[config.mk]
export PLATFORM = sky130hd
export DESIGN_NAME = bcd_display_conv
export DESIGN_NICKNAME = d
export VERILOG_FILES = /design/src/rtl/bcd_pkg.sv /design/src/rtl/bcd_digit_adj.sv /design/src/rtl/bcd_display_conv.sv
export SDC_FILE = /design/constraint.sdc
export NUM_CORES = 1
export LEC_CHECK = 0
export CAP_MARGIN = 10
export CELL_PAD_IN_SITES_DETAIL_PLACEMENT = 2
export CELL_PAD_IN_SITES_GLOBAL_PLACEMENT = 2
export CORE_ASPECT_RATIO = 1.25
export CORE_MARGIN = 5
export CORE_UTILIZATION = 30
export CTS_CLUSTER_DIAMETER = 80
export DETAILED_ROUTE_END_ITERATION = 10
export PLACE_DENSITY_LB_ADDON = 0.1
export SKIP_LAST_GASP = 1
export SYNTH_ARGS = -nofsm -noshare
export SYNTH_HDL_FRONTEND = slang
export SYNTH_SLANG_ARGS = --single-unit
[constraint.sdc]
create_clock -name clk -period 2.5 [get_ports clk]
set_input_delay 0.375 -clock clk [delete_from_list [all_inputs] [get_ports clk]]
set_output_delay 0.375 -clock clk [all_outputs]
set_load 0.005 [all_outputs]
[src/rtl/bcd_pkg.sv]
// Shared constants and FSM state type for the binary-to-BCD converter.
// Defaults match the keypad input stage and the display driver.
package bcd_pkg;

  localparam int BCD_DIGIT_W = 4;
  localparam int BCD_BIN_W   = 14;
  localparam int BCD_DIGITS  = 5;

  typedef enum logic [1:0] {
    IDLE,
    SHIFT,
    DONE
  } bcd_state_e;

  // True when DIGITS decimal digits can hold every BIN_W-bit value.
  function automatic bit bcd_fits(
    input int digits,
    input int bin_w
  );
    longint unsigned p;
    longint unsigned lim;
    p = 1;
    for (int i = 0; i < digits; i++) begin
      p = p * 10;
    end
    lim = 64'd1 << bin_w;
    return p > lim;
  endfunction

endpackage

[src/rtl/bcd_digit_adj.sv]
// Double-dabble digit correction: add 3 when the digit is 5 or more.
// Results stay within 4 bits for any legal BCD input.
module bcd_digit_adj (
  input  logic [3:0] dig_i,
  output logic [3:0] dig_o
);

  always_comb begin
    dig_o = dig_i;
    if (dig_i >= 4'd5) begin
      dig_o = dig_i + 4'd3;
    end
  end

endmodule

[src/rtl/bcd_display_conv.sv]
// Iterative shift-and-add-3 binary-to-BCD converter, valid/ready both sides.
// Optional leading-zero mask output enabled by BCD_BLANK_EN.
module bcd_display_conv
  import bcd_pkg::*;
#(
  parameter int BIN_W  = BCD_BIN_W,
  parameter int DIGITS = BCD_DIGITS
) (
  input  logic                         clk,
  input  logic                         rst_n,
  input  logic                         clear,
  input  logic                         in_valid,
  output logic                         in_ready,
  input  logic [BIN_W-1:0]             bin_in,
  output logic                         out_valid,
  input  logic                         out_ready,
`ifdef BCD_BLANK_EN
  output logic [DIGITS-1:0]            blank_mask,
`endif
  output logic [BCD_DIGIT_W*DIGITS-1:0] bcd_out
);

  localparam int BW = BCD_DIGIT_W * DIGITS;
  localparam int CW = $clog2(BIN_W + 1);

  if (!bcd_fits(DIGITS, BIN_W)) begin : g_bad_cfg
    $error("bcd_display_conv: DIGITS too small for BIN_W");
  end

  bcd_state_e state_q, state_d;

  logic [CW-1:0]    cnt_q, cnt_d;
  logic [BIN_W-1:0] sh_q, sh_d;
  logic [BW-1:0]    scr_q, scr_d;
  logic [BW-1:0]    bcd_q, bcd_d;
  logic [BW-1:0]    scr_adj;
  logic [BW-1:0]    scr_n;
  logic [BW+BIN_W-1:0] cat;
  logic             upd;

  for (genvar g = 0; g < DIGITS; g++) begin : g_adj
    bcd_digit_adj u_adj (
      .dig_i (scr_q[g*BCD_DIGIT_W +: BCD_DIGIT_W]),
      .dig_o (scr_adj[g*BCD_DIGIT_W +: BCD_DIGIT_W])
    );
  end

  always_comb begin
    cat   = {scr_adj, sh_q} << 1;
    scr_n = cat[BW+BIN_W-1:BIN_W];
  end

  always_comb begin
    state_d = state_q;
    cnt_d   = cnt_q;
    sh_d    = sh_q;
    scr_d   = scr_q;
    bcd_d   = bcd_q;
    upd     = 1'b0;
    unique case (state_q)
      IDLE: begin
        if (in_valid) begin
          sh_d    = bin_in;
          scr_d   = '0;
          cnt_d   = CW'(BIN_W);
          state_d = SHIFT;
        end
      end
      SHIFT: begin
        scr_d = scr_n;
        sh_d  = cat[BIN_W-1:0];
        cnt_d = cnt_q - CW'(1);
        if (cnt_q == CW'(1)) begin
          bcd_d   = scr_n;
          upd     = 1'b1;
          state_d = DONE;
        end
      end
      DONE: begin
        if (out_ready) begin
          state_d = IDLE;
        end
      end
      default: state_d = IDLE;
    endcase
    // Abort wins over everything; the delivered result is kept.
    if (clear) begin
      state_d = IDLE;
      scr_d   = '0;
      bcd_d   = bcd_q;
      upd     = 1'b0;
    end
  end

  always_ff @(posedge clk or negedge rst_n) begin
    if (!rst_n) begin
      state_q <= IDLE;
      cnt_q   <= '0;
      sh_q    <= '0;
      scr_q   <= '0;
      bcd_q   <= '0;
    end else begin
      state_q <= state_d;
      cnt_q   <= cnt_d;
      sh_q    <= sh_d;
      scr_q   <= scr_d;
      bcd_q   <= bcd_d;
    end
  end

  assign in_ready  = (state_q == IDLE);
  assign out_valid = (state_q == DONE);
  assign bcd_out   = bcd_q;

`ifdef BCD_BLANK_EN
  logic [DIGITS-1:0] mask_q, mask_d;
  logic              zrun;

  // Bit i is set while digit i and everything above it are zero.
  always_comb begin
    mask_d = mask_q;
    zrun   = 1'b1;
    if (upd) begin
      for (int i = DIGITS - 1; i >= 0; i--) begin
        zrun = zrun &
          (scr_n[i*BCD_DIGIT_W +: BCD_DIGIT_W] == '0);
        mask_d[i] = zrun;
      end
      mask_d[0] = 1'b0;
    end
  end

  always_ff @(posedge clk or negedge rst_n) begin
    if (!rst_n) begin
      mask_q <= ~DIGITS'(1);
    end else begin
      mask_q <= mask_d;
    end
  end

  assign blank_mask = mask_q;
`endif

endmodule

Word-level counts from Yosys, hierarchy flattened
Index checks and enable logic that the tools add are counted.
Widths: inputs -> output; s select.

word-level totals
  memories = 0
  bits of input ports = 19
  register bits = 60
  bits in latches = 0
  memory bits (writable) = 0
  logic and storage cells = 48
  bits in read-only memories = 0
  output and inout port bits = 22

cells by class
  $mul = 0
  bitwise gates (word level) = 1
  shift operators = 0
  eq/ne operators = 7
  add/sub/neg operators = 6
  divide/modulo/power cells = 0
  reduce and logical (&&, ||, !) cells = 7
  order comparisons = 5
  multiplexer cells = 17

operator list
  operator             count
  $mux 20              2
  $pmux 20 s2          1
  $pmux 14 s2          1
  $ge 4x3->1 const B   5
  $mux 4               5
  $add 4x2->4 const B  4
  $mux 14              1
  $mux 2               4
  $pmux 4 s2           1
  $ne 3x3->1 const B   2
  $pmux 2 s3           1
  $reduce_and 3->1     2
  $eq 4x1->1 const B   1
  $reduce_and 2->1     2
  $sub 4x1->4 const B  1
  $add 3x2->3 const B  1
  $mux 3               1
  $ne 3x2->1 const B   1
  $reduce_bool 3->1    1
  $eq 2x1->1 const B   1
  $eq 2x2->1 const B   1
  $logic_not 2->1      1
  $ne 2x2->1 const B   1
  $reduce_bool 2->1    1
  $not 1->1            1

Logic depth before layout (Yosys ltp)
  word-level depth = 4
  depth in mapped cells = 7
  depth with buffers taken out = 6

By module
A second synthesis with hierarchy kept.

second synthesis, totals
  cell total of the unflattened synthesis = 278
  area, all modules = 3076.7 um^2

modules (own cells, without submodules)
  module            instances  cells each  area each (um^2)
  bcd_display_conv  1          198         2570.0
  bcd_digit_adj     5          16          101.3

Worst setup path before layout
OpenSTA, ideal clock, no wires.

  kind = reg2reg
  from = reg cnt_q[1]
  to = reg bcd_q[18], in the netlist bcd_out[18]
  clock period less this slack = 1.500 ns
  setup slack = 1.000 ns
  data required time = 2.375 ns
  cell stages (with the launch flop) = 7
  path buffers = 1
  data arrival time = 1.375 ns
  cell sequence = dfrtp_1 > inv_1 > ha_1 > nor3b_1 > nand2_2 > buf_2 > mux2_4

between the ends
  longest elaborated chain between the ends = 2

ends and longest elaborated chain
  element                     RTL line                 source
  from (decl)                 bcd_display_conv.sv:32   logic [CW-1:0] cnt_q, cnt_d;
  from (signal assigned)      bcd_display_conv.sv:104  cnt_q <= cnt_d;
  $eq 4x1->1                  bcd_display_conv.sv:73   if (cnt_q == CW'(1)) begin
  $reduce_and 3->1 (no line)  n/a
  to (signal assigned)        bcd_display_conv.sv:101  bcd_q <= '0;
  to (signal assigned)        bcd_display_conv.sv:107  bcd_q <= bcd_d;
  to (decl)                   bcd_display_conv.sv:35   logic [BW-1:0] bcd_q, bcd_d;

Every way passes these cells.
A chain may end at the register's enable or synchronous reset.

Worst setup path after layout
  from = reg state_q[0]
  to = out out_valid

between the ends
  longest elaborated chain between the ends = 1

ends and longest elaborated chain
  element                 RTL line                 source
  from (decl)             bcd_display_conv.sv:30   bcd_state_e state_q, state_d;
  from (signal assigned)  bcd_display_conv.sv:103  state_q <= state_d;
  $eq 2x2->1              bcd_display_conv.sv:112  assign out_valid = (state_q == DONE);
  to (decl)               bcd_display_conv.sv:15   output logic out_valid,

Every way passes these cells.

==> results.py <==
metrics = {
    "outcome": {
        "status": "completed",
    },
    "floorplanning": {
        "fp-row-count": 40,
        "die_x_um": 98.7,
        "placeableCoreArea_um2": 9610,
        "dieArea_um2": 11900,
        "die_h_um": 121,
        "start_util": 0.307,
        "io_pins": 41,
    },
    "critical_path": {
        "worstPathMaxFanout": 38,
        "required_ns": 2.12,
        "ff2ff_setup_slack_ns": 0.55,
        "critPathArrivalTime_ns": 1.65,
        "critPathCaptureType": "output port",
        "worstSetupPathType": "flip-flop to output port",
        "worstPathCellList": "buf_4 > nor2_1 > clkdlybuf4s50_1",
        "ff2ff_path_depth": 6,
        "start_kind": "flip-flop",
        "r2r_end": "bcd_out[4]",
        "cpPeakStageDelay_ns": 0.52,
        "slowest_stage": "clkdlybuf4s50_1",
        "worstReg2RegStart": "cnt_q[1]",
    },
    "synth": {
        "synth_cell_types": 32,
        "synthCells": 277,
        "synth-async-reset-ratio": 1.00,
        "syn-num-nets": 308,
        "syn_avg_cell_area_um2": 10.6,
        "synth.cell_area_um2": 2950,
        "synth_warnings": 0,
        "yosysSeqAreaShare": 0.509,
        "ys_ff_latch": 60,
        "synth_ff_type": "dfrtp_1",
        "synth_edf_count": 0,
    },
    "global_routing": {
        "grt_pass1_wl_um": 13200,
        "gr-usage-all-layers": 0.141,
        "grt_overflow": 0,
        "grt_pass1_vias": 2595,
        "antenna_found_initial": 0,
        "grt_max_degree": 61,
    },
    "clocking": {
        "post_cts_resize_count": 0,
        "cts_tree": "yes",
        "cts.clk_slew.worst_paths_ns": 0.05,
        "cts_root_buffer": "clkbuf_16",
        "cts.htree.levels": 3,
        "cts_hold_buf": 0,
        "clock-sinks": 60,
        "clkLatencyLatePin_ns": 0.33,
        "cts_buffers": 9,
        "clockBufferDepth": 2,
        "post-cts-setup-buffer-count": 0,
    },
    "sta": {
        "fin_crit_ns": 2.02,
        "setup-tns-final_ns": 0,
        "skew_ns": 0.00393,
        "slew_viol_final": 0,
        "fin_ws_ns": 0.479,
        "max_freq_mhz": 495,
        "hold_viol": 0,
        "fin_crit_sh": 0.808,
        "worstMarginPinSlew_ns": 0.801,
        "final-setup-viol-count": 0,
        "rsz0062_at_grt": "false",
        "max-slew-margin-rel": 0.466,
    },
    "power": {
        "peakVddDrop_mv": 0.284,
        "p_per_area_nw_per_um2": 629,
        "p_leak_nw": 1.63,
    },
    "final_layout": {
        "diodes": 0,
        "final_cell_mix": "dfrtp_1, clkdlybuf4s50_1, o21ai_0",
        "layout-drive-gt1-share": 0.110,
        "syn2layout_area_growth_pct": 27.9,
        "layout_commonest_cell": "dfrtp_1",
        "layout.nets": 355,
    },
    "route": {
        "detail-route-antenna-nets": 0,
        "wl_per_cell_um": 17.1,
        "drt_pass1_iterations": 4,
        "via_count": 2312,
        "wl_um": 7750,
        "drt_iter0_drc": 64,
        "drc_errors": 0,
        "viasPerCell": 5.09,
    },
    "job": {
        "max-cap-violations": 0,
    },
    "placement": {
        "dpl.hpwl_um": 5100,
        "port_buffers": 40,
        "pre_cts_slack_ns": 0.334,
        "gp_congestion": 0.732,
    },
    "min_path": {
        "min-delay-path-class": "primary input to asynchronous set/reset pin",
    },
}
## worst max-delay path, delay by kind of cell, from the launching register on
kind,cells,cell delay (ns)
buf+inv,2,0.78
flops,1,0.39
simple gates,1,0.14
## routing by layer
metal | share of wire | vias to the layer above | track usage | wire, um
met2 | 0.53 | 39 | 0.247 | 4080
met5 | 0 | - | 0 | 0
met3 | 0.028 | 10 | 0.0248 | 214
met4 | 0.024 | 0 | 0.0743 | 183
met1 | 0.42 | 1182 | 0.162 | 3270
li1 | - | 1081 | - | -
## Yosys cell counts, drive strengths merged, types with 4 or more instances
library cell | instances | area [um2]
clkbuf | 4 | 15.0
mux2i | 5 | 50.1
nand2 | 26 | 100
a32o | 5 | 50.1
a21oi | 30 | 150
a22o | 10 | 87.6
nand3 | 4 | 20.0
inv | 14 | 52.6
nand2b | 5 | 31.3
mux2 | 11 | 165
buf | 8 | 45.0
nor2 | 7 | 28.8
dfrtp | 60 | 1500
nor3b | 24 | 191
o31ai | 5 | 37.5
xnor2 | 5 | 43.8
ha | 12 | 150
o22ai | 4 | 25.0
o21ai | 31 | 155
## power breakdown
group / internal (W) / switching (W) / total, W
Sequential: 0.00102 / 0.0000292 / 0.00105
Clock: 0.000716 / 0.000428 / 0.00114
Combinational: 0.0000749 / 0.000106 / 0.000181
Total: 0.00181 / 0.000564 / 0.00237
## state kept, by name (all words and copies together), names as in the netlist
name	flops
bcd_out	20
sh_q	14
state_q	2
cnt_q	4
scr_q	20
## stage by stage
stage | instance area, um2 | util | power [W] | hold WS (ns) | std cells
finish | 3770 | 0.392 | 0.00237 | 0.225 | 454
detailed placement | 3500 | 0.364 | 0.00125 | 0.473 | 439
CTS | 3770 | 0.392 | 0.00241 | 0.262 | 454
global route | 3770 | 0.392 | 0.00248 | 0.317 | 454
floorplan | 2950 | - | 0.00115 | 0.0794 | 277
global placement | 3500 | 0.364 | 0.00124 | 0.462 | 439
## worst max-delay path by stage
stage,from,endpoint,slack (ns),cells after the start
after CTS,state_q[0],out_valid,0.45,3
after floorplan,cnt_q[1],bcd_out[18],1.00,6
after detailed placement,clear,bcd_out[15],0.33,6
final,state_q[0],out_valid,0.48,3
after global routing,cnt_q[1],bcd_out[15],0.33,6
after global placement,clear,bcd_out[16],0.39,6
## area by class of cell
type	instances	area (um2)
Inverter	15	56.3
Timing Repair Buffer	48	455
Tap cell	126	158
Fill cell	1055	5840
Clock buffer	13	260
Clock inverter	2	10.0
Sequential cell	60	1500
Multi-Input combinational cell	190	1330
## kinds of logic (layout without fill, tap and decap cells)
logic type | after synthesis | count (layout) | synth area share
xor gates and xnor gates | 5 | 5 | 0.0149
DFF | 60 | 60 | 0.509
buffers and inverters | 27 | 78 | 0.0395
adders and majority gates | 12 | 12 | 0.0509
and+or+nand+nor | 68 | 68 | 0.130
muxes | 16 | 16 | 0.0730
AOI/OAI and AO/OA | 89 | 89 | 0.183
Power figures use the tool's default switching activity.
